--- src/rtl/fc_result_collector_if.sv ---
// Score stream, result handshake and readback port of the result collector.
// master drives strobes/ack/address; slave is the collector.
interface fc_result_collector_if #(
    parameter int BIT   = 32,
    parameter int IDX_W = 3
);
    logic             data_ready_in;
    logic [BIT-1:0]   data_in;
    logic             result_ack;
    logic             result_valid;
    logic [IDX_W-1:0] class_idx;
    logic [BIT-1:0]   class_score;
    logic [IDX_W-1:0] score_rd_addr;
    logic [BIT-1:0]   score_rd_data;
    logic             overflow;

    modport master (
        output data_ready_in, data_in, result_ack, score_rd_addr,
        input  result_valid, class_idx, class_score,
        input  score_rd_data, overflow
    );

    modport slave (
        input  data_ready_in, data_in, result_ack, score_rd_addr,
        output result_valid, class_idx, class_score,
        output score_rd_data, overflow
    );
endinterface

--- src/rtl/fc_result_collector.sv ---
// Final-layer result collector: running signed argmax, score buffer, held result.
// Optional macro FC_RESULT_RELU_EN clamps negative scores to 0 on input.
module fc_result_collector #(
    parameter int BIT     = 32,
    parameter int CLASSES = 6,
    parameter int IDX_W   = 3
) (
    input  logic                  clk,
    input  logic                  rst_,
    fc_result_collector_if.slave  bus
);

    typedef enum logic [1:0] {
        IDLE,
        COLLECT,
        HOLD
    } state_t;

    state_t           state;
    state_t           state_n;
    logic [IDX_W-1:0] cnt;
    logic [BIT-1:0]   max_val;
    logic [IDX_W-1:0] max_idx;
    logic [BIT-1:0]   score_buf [CLASSES];
    logic [BIT-1:0]   score_in;
    logic             greater;
    logic             accept_first;
    logic             accept_next;
    logic             finish;
    logic             drop;
    logic             clear_valid;

    // Input conditioning: optional ReLU clamp ahead of storage and compare
`ifdef FC_RESULT_RELU_EN
    always_comb score_in = bus.data_in[BIT-1] ? '0 : bus.data_in;
`else
    always_comb score_in = bus.data_in;
`endif

    // Strictly greater keeps the lower index on ties
    always_comb greater = $signed(score_in) > $signed(max_val);

    // State register
    always_ff @(posedge clk or negedge rst_) begin
        if (!rst_) state <= IDLE;
        else       state <= state_n;
    end

    // Next-state and datapath control
    always_comb begin
        state_n      = state;
        accept_first = 1'b0;
        accept_next  = 1'b0;
        finish       = 1'b0;
        drop         = 1'b0;
        clear_valid  = 1'b0;
        unique case (state)
            IDLE: begin
                if (bus.data_ready_in) begin
                    accept_first = 1'b1;
                    state_n      = COLLECT;
                end
            end
            COLLECT: begin
                if (bus.data_ready_in) begin
                    accept_next = 1'b1;
                    if (cnt == IDX_W'(CLASSES - 1)) begin
                        finish  = 1'b1;
                        state_n = HOLD;
                    end
                end
            end
            HOLD: begin
                if (bus.result_ack) begin
                    clear_valid = 1'b1;
                    if (bus.data_ready_in) begin
                        accept_first = 1'b1;
                        state_n      = COLLECT;
                    end else begin
                        state_n = IDLE;
                    end
                end else if (bus.data_ready_in) begin
                    drop = 1'b1;
                end
            end
            default: state_n = IDLE;
        endcase
    end

    // Running max, frame counter, result registers and sticky overflow
    always_ff @(posedge clk or negedge rst_) begin
        if (!rst_) begin
            cnt              <= '0;
            max_val          <= '0;
            max_idx          <= '0;
            bus.result_valid <= 1'b0;
            bus.class_idx    <= '0;
            bus.class_score  <= '0;
            bus.overflow     <= 1'b0;
        end else begin
            if (clear_valid) bus.result_valid <= 1'b0;
            if (drop)        bus.overflow     <= 1'b1;
            if (accept_first) begin
                max_val <= score_in;
                max_idx <= '0;
                cnt     <= IDX_W'(1);
            end
            if (accept_next) begin
                if (greater) begin
                    max_val <= score_in;
                    max_idx <= cnt;
                end
                if (finish) begin
                    bus.class_idx    <= greater ? cnt : max_idx;
                    bus.class_score  <= greater ? score_in : max_val;
                    bus.result_valid <= 1'b1;
                end else begin
                    cnt <= cnt + 1'b1;
                end
            end
        end
    end

    // Score buffer writes
    always_ff @(posedge clk or negedge rst_) begin
        if (!rst_) begin
            for (int i = 0; i < CLASSES; i++) score_buf[i] <= '0;
        end else if (accept_first) begin
            score_buf[0] <= score_in;
        end else if (accept_next) begin
            score_buf[cnt] <= score_in;
        end
    end

    // Registered readback; out-of-range addresses read 0
    always_ff @(posedge clk or negedge rst_) begin
        if (!rst_) begin
            bus.score_rd_data <= '0;
        end else if (int'(bus.score_rd_addr) < CLASSES) begin
            bus.score_rd_data <= score_buf[bus.score_rd_addr];
        end else begin
            bus.score_rd_data <= '0;
        end
    end

endmodule

--- src/flat_wrapper.sv ---
// flat-port wrapper written by rule: the top's interface ports become plain ports
module fc_result_collector_flat 
#(
    parameter int BIT     = 32,
    parameter int CLASSES = 6,
    parameter int IDX_W   = 3
)
  (clk, rst_, bus_data_ready_in, bus_data_in, bus_result_ack, bus_score_rd_addr, bus_result_valid, bus_class_idx, bus_class_score, bus_score_rd_data, bus_overflow);
  fc_result_collector_if #(.BIT(BIT), .IDX_W(IDX_W)) bus_i ();
  input  logic clk;
  input  logic rst_;
  input wire logic [$bits(bus_i.data_ready_in)-1:0] bus_data_ready_in;
  input wire logic [$bits(bus_i.data_in)-1:0] bus_data_in;
  input wire logic [$bits(bus_i.result_ack)-1:0] bus_result_ack;
  input wire logic [$bits(bus_i.score_rd_addr)-1:0] bus_score_rd_addr;
  output wire logic [$bits(bus_i.result_valid)-1:0] bus_result_valid;
  output wire logic [$bits(bus_i.class_idx)-1:0] bus_class_idx;
  output wire logic [$bits(bus_i.class_score)-1:0] bus_class_score;
  output wire logic [$bits(bus_i.score_rd_data)-1:0] bus_score_rd_data;
  output wire logic [$bits(bus_i.overflow)-1:0] bus_overflow;
  assign bus_i.data_ready_in = bus_data_ready_in;
  assign bus_i.data_in = bus_data_in;
  assign bus_i.result_ack = bus_result_ack;
  assign bus_i.score_rd_addr = bus_score_rd_addr;
  assign bus_result_valid = bus_i.result_valid;
  assign bus_class_idx = bus_i.class_idx;
  assign bus_class_score = bus_i.class_score;
  assign bus_score_rd_data = bus_i.score_rd_data;
  assign bus_overflow = bus_i.overflow;
  fc_result_collector #(.BIT(BIT), .CLASSES(CLASSES), .IDX_W(IDX_W)) u_core (.clk(clk), .rst_(rst_), .bus(bus_i));
endmodule
--- config.mk ---
export PLATFORM = sky130hd
export DESIGN_NAME = fc_result_collector_flat
export DESIGN_NICKNAME = d
export VERILOG_FILES = /design/src/rtl/fc_result_collector_if.sv /design/src/rtl/fc_result_collector.sv /design/src/flat_wrapper.sv
export SDC_FILE = /design/constraint.sdc
export NUM_CORES = 1
export LEC_CHECK = 0
export ABC_AREA = 1
export CORE_ASPECT_RATIO = 0.7
export CORE_UTILIZATION = 35
export CTS_CLUSTER_SIZE = 40
export DETAILED_ROUTE_END_ITERATION = 8
export GPL_TIMING_DRIVEN = 0
export PLACE_DENSITY_LB_ADDON = 0.1
export SETUP_SLACK_MARGIN = 0.05
export SYNTH_ARGS = -nofsm -noshare
export SYNTH_HDL_FRONTEND = slang
export SYNTH_SLANG_ARGS = --single-unit
--- constraint.sdc ---
create_clock -name clk -period 2.6 [get_ports clk]
set_clock_uncertainty 0.2 [all_clocks]
set_input_delay 0.65 -clock clk [delete_from_list [all_inputs] [get_ports clk]]
set_output_delay 0.65 -clock clk [all_outputs]
set_load 0.1 [all_outputs]
==> metrics.txt, run 1 <==
status=finished with violations; failing checks=setup timing; pwr dens=1350 mW/mm^2; Final Hold Fails=0; Crit Path Max Fanout=8; Die Width=roughly 240 um; # setup viols final=29; Sink Count=301; Core Rows=60; Port Buffers=approximately 110; critical path startpoint category=flip-flop; area share of the leading cell type in the synthesized netlist=0.543; crit path capture type=flip-flop; largest net degree at the start of global routing=118; R2R Path End=u_core.max_val[7]$_DFF_PN0_; type of the worst setup path=reg -> reg; Hold Startpoint=bus_data_in[19]; Syn. warnings=0; Avg Inst Size Synth=roughly 8.4 sq um; setup tns final=-0.599 ns; Initial Util=0.358; Place WS=-1.30 ns; Storage cell area=between 0.007 and 0.008 sq mm; clock latency on the worst-skew pair=0.59 ns; grt total ovfl=0; post-DR wirelength/cell=20.5 um; Synthesized Nets=around 1700; worst reg2reg startpoint=u_core.max_val[20]$_DFF_PN0_; Final nets=between 1500 and 2000; final worst slack=-0.0528 ns; multi-input logic area=between 0.006 and 0.007 sq mm; Max VDD drop=approximately 640 uV; Placed Cells=between 2000 and 2500; flops & latches, synth=roughly 300; CP arrival=~3 ns; commonest non-fill, non-tap cells in the layout=335 x nand2_1, 301 x dfrtp_1, 191 x o21ai_0; # fillers=around 3800; Worst slew margin=0.413; Worst EP required=between 2 and 3 ns; Non-Filler Instances=2395; hold endpoint=u_core.max_val[19]$_DFF_PN0_; Yosys cell types=32; Worst-path clk slew=around 0.07 ns; Iter 0 DRT Violations=1083; Post-Syn Instances=approximately 1600; Worst R2R Path Depth=14; maximum clock insertion buffer count=3; Slew Viols, Final=0; synth top area cells=dfrtp_1 54%, nand2_1 11%, o21ai_0 6.9%; Final Critical Period=around 2.7 ns; most common cell after layout, fill and taps aside=nand2_1; gr usage total=0.241; Seq/Total Area, Yosys=0.543; synthesized area=0.0139 sq mm; vias in the first global route=between 10000 and 15000; LEAKAGE=approximately 8.7 nW; antenna violations before repair=1; post-DP HPWL=32.8 mm; Hold Path Depth=3; first-pass GRT wire length=~74 mm; ratio of cells with drive above 1 in the final layout=0.232; Reg2Reg Setup Slack=-0.05 ns; CTS tree=yes; via count=roughly 12000; root buf cell=clkbuf_16; HP Class=in -> reg; DIE AREA=between 0.04 and 0.05 sq mm; worst hold slack=a little over 0.2 ns; Synth area leader=dfrtp_1; DR vias/cell=between 5 and 6; drt pass-1 iters=5; DRC=0; H-tree lvl count=1; Final ANT Viol Nets=0; die extent in y=about 170 um; Layout Area Growth over Synthesis=33.1%; RSZ-0062 raised after global routing=true; placer's final routability congestion estimate=between 0.8 and 0.9; max-cap viol count=0; CTS buffer count=31; Routed WL=roughly 50 mm; Worst-Margin Slew=0.880 ns; Fmax=0.377 GHz; Core ar.=a little under 0.04 sq mm; Tcrit/Tclk final=1.02; I/O pin count=around 110
## area by class of cell
cell class              instances  share of cell area
plain buffers                  96              0.0302
well taps                     527              0.0357
multi-input cells            1092               0.337
inverters                     154              0.0313
clock inverters                 9             0.00379
repair buffers                170               0.105
diodes                          2            0.000271
flip-flops and latches        301               0.408
clock buffers                  44              0.0490
## critical path: stages, from the launching register on
cell and delay [ns]:
dfrtp_1 0.37, inv_2 0.06, ha_4 0.27, nand2_4 0.05
nor2_4 0.11, nand4_1 0.21, nor2_4 0.25, nand2_4 0.11
nand3_4 0.13, buf_6 0.12, nand4_4 0.13, nand2_8 0.23
clkbuf_16 0.19, nand2_2 0.04, nand2_1 0.07
## cell usage after synthesis
master,number
dfrtp_1,301
nand4_4,2
a21oi_1,109
ha_1,34
nor2_2,1
o21a_1,2
buf_4,6
buf_2,14
inv_2,5
o21ai_1,9
nand3_2,1
o31ai_1,33
clkinv_1,1
nand3_1,72
nor3_2,4
or2_2,1
a21oi_2,1
clkbuf_1,74
nor2_4,2
buf_1,8
nand2_2,3
o21ai_0,191
nand2_1,411
nand2_4,1
nand3_4,1
nor2_1,143
a31oi_2,1
mux2i_1,1
nand4_1,35
o211ai_1,32
inv_1,148
a21o_1,1
## worst max-delay path by stage
stage	from	end	cells after the start
floorplan	bus_data_in[31]	u_core.bus.class_score[12]$_DFFE_PN0P_	11
global placement	rst_	u_core.score_buf[59]$_DFFE_PN0P_	1
detailed placement	bus_data_in[23]	u_core.bus.class_score[12]$_DFFE_PN0P_	12
CTS	u_core.max_val[21]$_DFF_PN0_	u_core.bus.class_score[10]$_DFFE_PN0P_	14
global route	u_core.max_val[7]$_DFF_PN0_	u_core.max_val[8]$_DFF_PN0_	16
finish	u_core.max_val[20]$_DFF_PN0_	u_core.max_val[7]$_DFF_PN0_	14
## logic make-up after synthesis
family,synth area share
DFF,0.543
buffers and inverters,0.0721
AOI/OAI and AO/OA,0.150
adders and majority gates,0.0306
and+or+nand+nor,0.204
muxes,0.000721
## layer usage
metal  vias to the layer above  wire (um)  GRT usage
li1                       5807          -          -
met3                        66       2730     0.0417
met2                       339      21200      0.349
met4                         0       1090     0.0504
met5                         -          0          0
met1                      6118      24100      0.373
## flip-flops by register name, summed over array words and instances, names as in the netlist
signal / cells
u_core.score_buf: 192
u_core.max_idx: 3
u_core.bus.overflow: 1
u_core.cnt: 3
u_core.state: 2
u_core.bus.result_valid: 1
u_core.bus.class_idx: 3
u_core.max_val: 32
u_core.bus.class_score: 32
u_core.bus.score_rd_data: 32
## timing repair
| action | CTS | global route |
|---|---|---|
| endpoints found under the setup margin | 282 | 226 |
| cloned | 6 | 8 |
| pin swaps | 35 | 84 |
| setup buffers | 32 | 24 |
| hold buffers | 1 | 0 |
| hold endpoints to repair | 78 | 0 |
| resized for setup | 410 | 191 |
## power by group
group / switching, W / internal (W)
Sequential: 0.00104 / 0.00685
Clock: 0.00192 / 0.00249
Combinational: 0.00843 / 0.00418
## metrics by stage
stage	total power, W	cell area, sq um	utilization
floorplan	0.0150	13900	-
finish	0.0249	18500	0.477
global placement	0.0177	15600	0.402
CTS	0.0239	17700	0.457
global route	0.0264	18500	0.477
detailed placement	0.0179	15700	0.404
No activity file was read; power rests on OpenSTA's default activity.
==> run 2, diff against run 1 <==
CORE_ASPECT_RATIO = default   (was 0.7)
==> metrics.txt, run 2 (synthesis gave the netlist of run 1 again) <==
max-cap viol count=0; top cell family by delay on the critical path=simple AND/OR/NAND/NOR gates; met1 Track Usage GR=0.336; status=finished with violations; Power Total=0.0262 W; DR vias/cell=between 5 and 6; Worst EP required=around 2.8 ns; DIE AREA=~0.04 sq mm; Worst R2R Path Depth=14; post-DP HPWL=about 32 mm; met2 Usage GRT=0.383; worst-path cell chain=inv_2 -> ha_4 -> nand2_4 -> nor2_4 -> nand4_1 -> nor2_4 -> nand2_4 -> nand3_4 -> nand4_4 -> buf_8 -> buf_12 -> buf_16 -> nand3_2 -> nand2_2; largest register by flop count=u_core.score_buf; CTS buffer count=38; HP Class=in -> reg; ratio of cells with drive above 1 in the final layout=0.238; Port Buffers=between 100 and 150; CTS tree=yes; post-DR wirelength/cell=20.3 um; placer's final routability congestion estimate=0.840; final worst slack=-0.114 ns; Reg2Reg Setup Slack=-0.11 ns; Hold Path Depth=3; grt total ovfl=0; Core Rows=72; RSZ-0062 raised after global routing=true; type of the worst setup path=reg -> reg; Final Hold Fails=0; Crit Path Max Fanout=5; # diodes=0; Placed Area=0.0157 sq mm; # fillers=~3800; die extent in y=between 200 and 250 um; Final Critical Period=around 2.7 ns; failing checks=setup timing; Iter 0 DRT Violations=slightly above 900; Fmax=0.368 GHz; crit path launch=u_core.max_val[21]$_DFF_PN0_; critical path startpoint category=flip-flop; drt pass-1 iters=9; Slew Viols, Final=0; vias in the first global route=about 12000; # setup viols final=between 60 and 70; first-pass GRT wire length=about 75 mm; Hold Startpoint=bus_data_in[3]; LEAKAGE=roughly 8.8 nW; Final nets=a little under 2000; maximum clock insertion buffer count=3; crit path capture type=flip-flop; post-route cell area=0.0188 sq mm; via count=between 10000 and 15000; CP Buf/Inv Count=4; Core ar.=just under 0.04 sq mm; Largest register FFs=around 190; pwr dens=approximately 1400 mW/mm^2; Sink Count=about 300; Non-Filler Instances=around 2400; Max stage delay on crit path=roughly 0.37 ns; Final ANT Viol Nets=0; clock latency on the worst-skew pair=roughly 0.56 ns; Worst-Margin Slew=between 0.9 and 1 ns; Routed WL=~49 mm; Max VDD drop=around 880 uV; root buf cell=clkbuf_16; commonest non-fill, non-tap cells in the layout=351 x nand2_1, 301 x dfrtp_1, 190 x o21ai_0; Tcrit/Tclk final=1.04; Worst-path clk slew=approximately 0.06 ns; Die Width=roughly 200 um; gr usage total=0.243; Layout Area Growth over Synthesis=35.3%; I/O pin count=approximately 110; Worst slew margin=0.363; most common cell after layout, fill and taps aside=nand2_1; critical path depth=14; Placed Cells=between 2000 and 2500; largest net degree at the start of global routing=102; gr busiest metal=met2; met3 global-route usage=0.0400; fin util=0.483; worst reg2reg startpoint=u_core.max_val[21]$_DFF_PN0_; slowest CP cell=dfrtp_1; H-tree lvl count=2; DRC=0; CP arrival=about 3.0 ns; Initial Util=0.357; antenna violations before repair=0
run 2: cell count changes in the layout (fill, tap and decap cells not counted), moves of 7 or more:
cell      before  now
clkbuf_2      36   44
nand3_2       52   59
nand2_2       44   31
nand3_1       19   12
buf_4         30   43
buf_6         14    7
nand2_1      335  351
run 2: stage by stage:
| step | setup TNS [ns] | hold WS (ns) | setup WS [ns] |
|---|---|---|---|
| final | -4.26 | 0.219 | -0.114 |
| after global routing | -9.45 | 0.237 | -0.183 |
| after CTS | -2.78 | 0.272 | -0.125 |
| after detailed placement | -208.84 | 0.264 | -1.50 |
| after global placement | -4179.68 | 0.265 | -13.27 |
| after floorplan | 0 | 0.154 | 0.0680 |
run 2: layout make-up:
type / count / area [sq um] / area share
buffer: 99 / 568 / 0.0302
clock inverter: 8 / 97.6 / 0.00520
timing repair buffer: 173 / 1860 / 0.0993
inverter: 154 / 578 / 0.0308
sequential: 301 / 7530 / 0.401
tap: 518 / 648 / 0.0345
clock buffer: 60 / 1210 / 0.0643
multi-input combinational: 1094 / 6290 / 0.335
run 2: layer usage:
| layer | vias up | wire length [um] |
|---|---|---|
| met1 | 6115 | 21700 |
| met5 | - | 0 |
| met3 | 87 | 3290 |
| li1 | 5833 | - |
| met4 | 0 | 1450 |
| met2 | 463 | 22400 |
run 2: what timing repair did:
| item | 4_1_cts | 5_1_grt |
|---|---|---|
| cloned | 11 | 0 |
| hold buffers | 1 | 0 |
| endpoints found under the setup margin | 275 | 198 |
| pin swaps | 80 | 61 |
| resized for setup | 447 | 134 |
| buffers inserted | 29 | 29 |
| hold endpoints to repair | 41 | 0 |
run 2: final timing paths:
check,end
max in group asynchronous,u_core.bus.class_score[15]$_DFFE_PN0P_
max reg2reg,u_core.max_val[15]$_DFF_PN0_
max,u_core.max_val[15]$_DFF_PN0_
min in group asynchronous,u_core.bus.score_rd_data[6]$_DFF_PN0_
min reg2reg,u_core.bus.class_score[7]$_DFFE_PN0P_
min,u_core.max_val[3]$_DFF_PN0_
run 2: worst register-to-register path: stages (launching register included):
cell     delay (ns)
dfrtp_1        0.37
inv_2          0.07
ha_4           0.27
nand2_4        0.05
nor2_4         0.11
nand4_1        0.16
nor2_4         0.28
nand2_4        0.18
nand3_4        0.16
nand4_4        0.18
buf_8          0.20
buf_12         0.13
buf_16         0.13
nand3_2        0.06
nand2_2        0.05
run 2: where the power goes:
| part | total [W] | leakage (nW) | switching (W) | internal [W] |
|---|---|---|---|---|
| sequential | 0.00788 | 3.63 | 0.00102 | 0.00686 |
| combinational | 0.0129 | 4.57 | 0.00850 | 0.00435 |
| clock | 0.00550 | 0.646 | 0.00211 | 0.00338 |
==> run 3, diff against run 2 <==
CTS_CLUSTER_DIAMETER = 50   (was default)
PLACE_DENSITY_LB_ADDON = default   (was 0.1)
==> metrics.txt, run 3 (synthesis gave the netlist of run 1 again) <==
failing checks=setup timing; vias in the first global route=between 10000 and 15000; crit path capture type=flip-flop; CP Buf/Inv Count=4; Slew Viols, Final=0; Final nets=1928; # fillers=between 3000 and 4000; worst hold slack=roughly 0.096 ns; root buf cell=clkbuf_16; Final Critical Period=2.69 ns; grt total ovfl=0; final worst slack=-0.0914 ns; Crit Path Max Fanout=6; Final ANT Viol Nets=0; fin util=0.476; Worst R2R Path Depth=14; CP arrival=2.91 ns; Core ar.=~0.039 sq mm; critical path depth=14; DIE AREA=0.0405 sq mm; pwr dens=1400 mW/mm^2; H-tree lvl count=2; I/O pin count=roughly 110; via count=~13000; max-cap viol count=0; antenna violations before repair=0; type of the worst setup path=reg -> reg; placer's final routability congestion estimate=a little over 0.9; largest register by flop count=u_core.score_buf; slowest CP cell=dfrtp_1; Storage cell area=0.00753 sq mm; gr usage total=0.237; largest net degree at the start of global routing=121; ratio of cells with drive above 1 in the final layout=0.217; Core Rows=between 70 and 80; Sink Count=301; post-DP HPWL=a little over 30 mm; # setup viols final=65; Power Total=around 0.026 W; Port Buffers=between 100 and 150; DR vias/cell=roughly 5.2; drt pass-1 iters=6; Initial Util=0.357; Final Hold Fails=0; die extent in y=just over 200 um; Largest register FFs=192; multi-input logic area=about 0.006 sq mm; Tcrit/Tclk final=1.04; Max VDD drop=between 1000 and 1500 uV; CTS tree=yes; Worst-path clk slew=~0.060 ns; CTS buffer count=38; Fmax=roughly 0.37 GHz; Place WS=-1.37 ns; DRC=0; Worst slew margin=0.318; post-DR wirelength/cell=between 15 and 20 um; Worst EP required=approximately 2.8 ns; critical path startpoint category=flip-flop; most common cell after layout, fill and taps aside=nand2_1; worst-path cell chain=inv_2 -> ha_1 -> nand2_2 -> nor2_4 -> nand4_1 -> nor2_4 -> buf_6 -> nand4_4 -> nand3_4 -> buf_12 -> buf_8 -> nand2_2 -> nand3_2 -> nand2_1; clock latency on the worst-skew pair=about 0.55 ns; Iter 0 DRT Violations=about 1100; Reg2Reg Setup Slack=-0.09 ns; first-pass GRT wire length=between 70 and 80 mm; LEAKAGE=between 8 and 9 nW; status=finished with violations; commonest non-fill, non-tap cells in the layout=354 x nand2_1, 301 x dfrtp_1, 191 x o21ai_0; Layout Area Growth over Synthesis=33.4%; Routed WL=47.1 mm; RSZ-0062 raised after global routing=true; Worst-Margin Slew=slightly above 1 ns; top cell family by delay on the critical path=simple AND/OR/NAND/NOR gates; Die Width=201 um; Max stage delay on crit path=roughly 0.38 ns; maximum clock insertion buffer count=3; HP Class=in -> async
==> run 3: where the power goes <==
part	leakage (nW)	internal (W)	switching, W
combinational	4.35	0.00413	0.00826
clock	0.669	0.00345	0.00222
sequential	3.63	0.00685	0.00101
==> run 3: cell type report <==
| type | count | area share |
|---|---|---|
| plain buffers | 100 | 0.0293 |
| well taps | 518 | 0.0350 |
| multi-input cells | 1094 | 0.326 |
| repair buffers | 166 | 0.0978 |
| clock buffers | 48 | 0.0595 |
| diodes | 1 | 0.000135 |
| clock inverters | 20 | 0.0139 |
| flip-flops and latches | 301 | 0.407 |
| inverters | 154 | 0.0312 |
==> run 3: repair_timing <==
action	CTS	global route
hold buffers	1	0
setup endpoints to repair	214	321
setup buffers	42	10
gates resized for setup	428	83
cloned	8	1
pin swaps	53	30
hold endpoints to repair	80	0
==> run 3: metal layers <==
layer	wire length (um)	vias to the layer above	global-route usage
met5	0	-	0
met4	1420	0	0.0927
met3	3330	97	0.0449
met2	21700	460	0.378
met1	20700	6216	0.318
li1	-	5827	-
==> run 3: per-stage QoR <==
step / TNS, ns / cell area [sq um] / instances
2_1_floorplan: 0 / 13900 / 1648
3_3_place_gp: -4001.42 / 15600 / 2271
3_5_place_dp: -175.91 / 15600 / 2273
4_1_cts: -0.234 / 18300 / 2391
5_1_grt: -10.49 / 18500 / 2401
6_report: -3.70 / 18500 / 2402
==> run 3: worst reg2reg max path, stage by stage (launching register included) <==
cell and delay [ns]:
dfrtp_1 0.38, inv_2 0.05, ha_1 0.28, nand2_2 0.07
nor2_4 0.11, nand4_1 0.16, nor2_4 0.26, buf_6 0.15
nand4_4 0.19, nand3_4 0.23, buf_12 0.14, buf_8 0.13
nand2_2 0.06, nand3_2 0.07, nand2_1 0.06
==> run 3: worst paths after layout <==
check | start | end
min reg2reg | u_core.bus.class_score[7]$_DFFE_PN0P_ | u_core.bus.class_score[7]$_DFFE_PN0P_
max reg2reg | u_core.max_val[20]$_DFF_PN0_ | u_core.bus.class_score[20]$_DFFE_PN0P_
min | rst_ | u_core.bus.score_rd_data[1]$_DFF_PN0_
max in group asynchronous | rst_ | u_core.bus.result_valid$_DFF_PN0_
max | u_core.max_val[20]$_DFF_PN0_ | u_core.bus.class_score[20]$_DFFE_PN0P_
min in group clk | bus_data_in[26] | u_core.max_val[26]$_DFF_PN0_
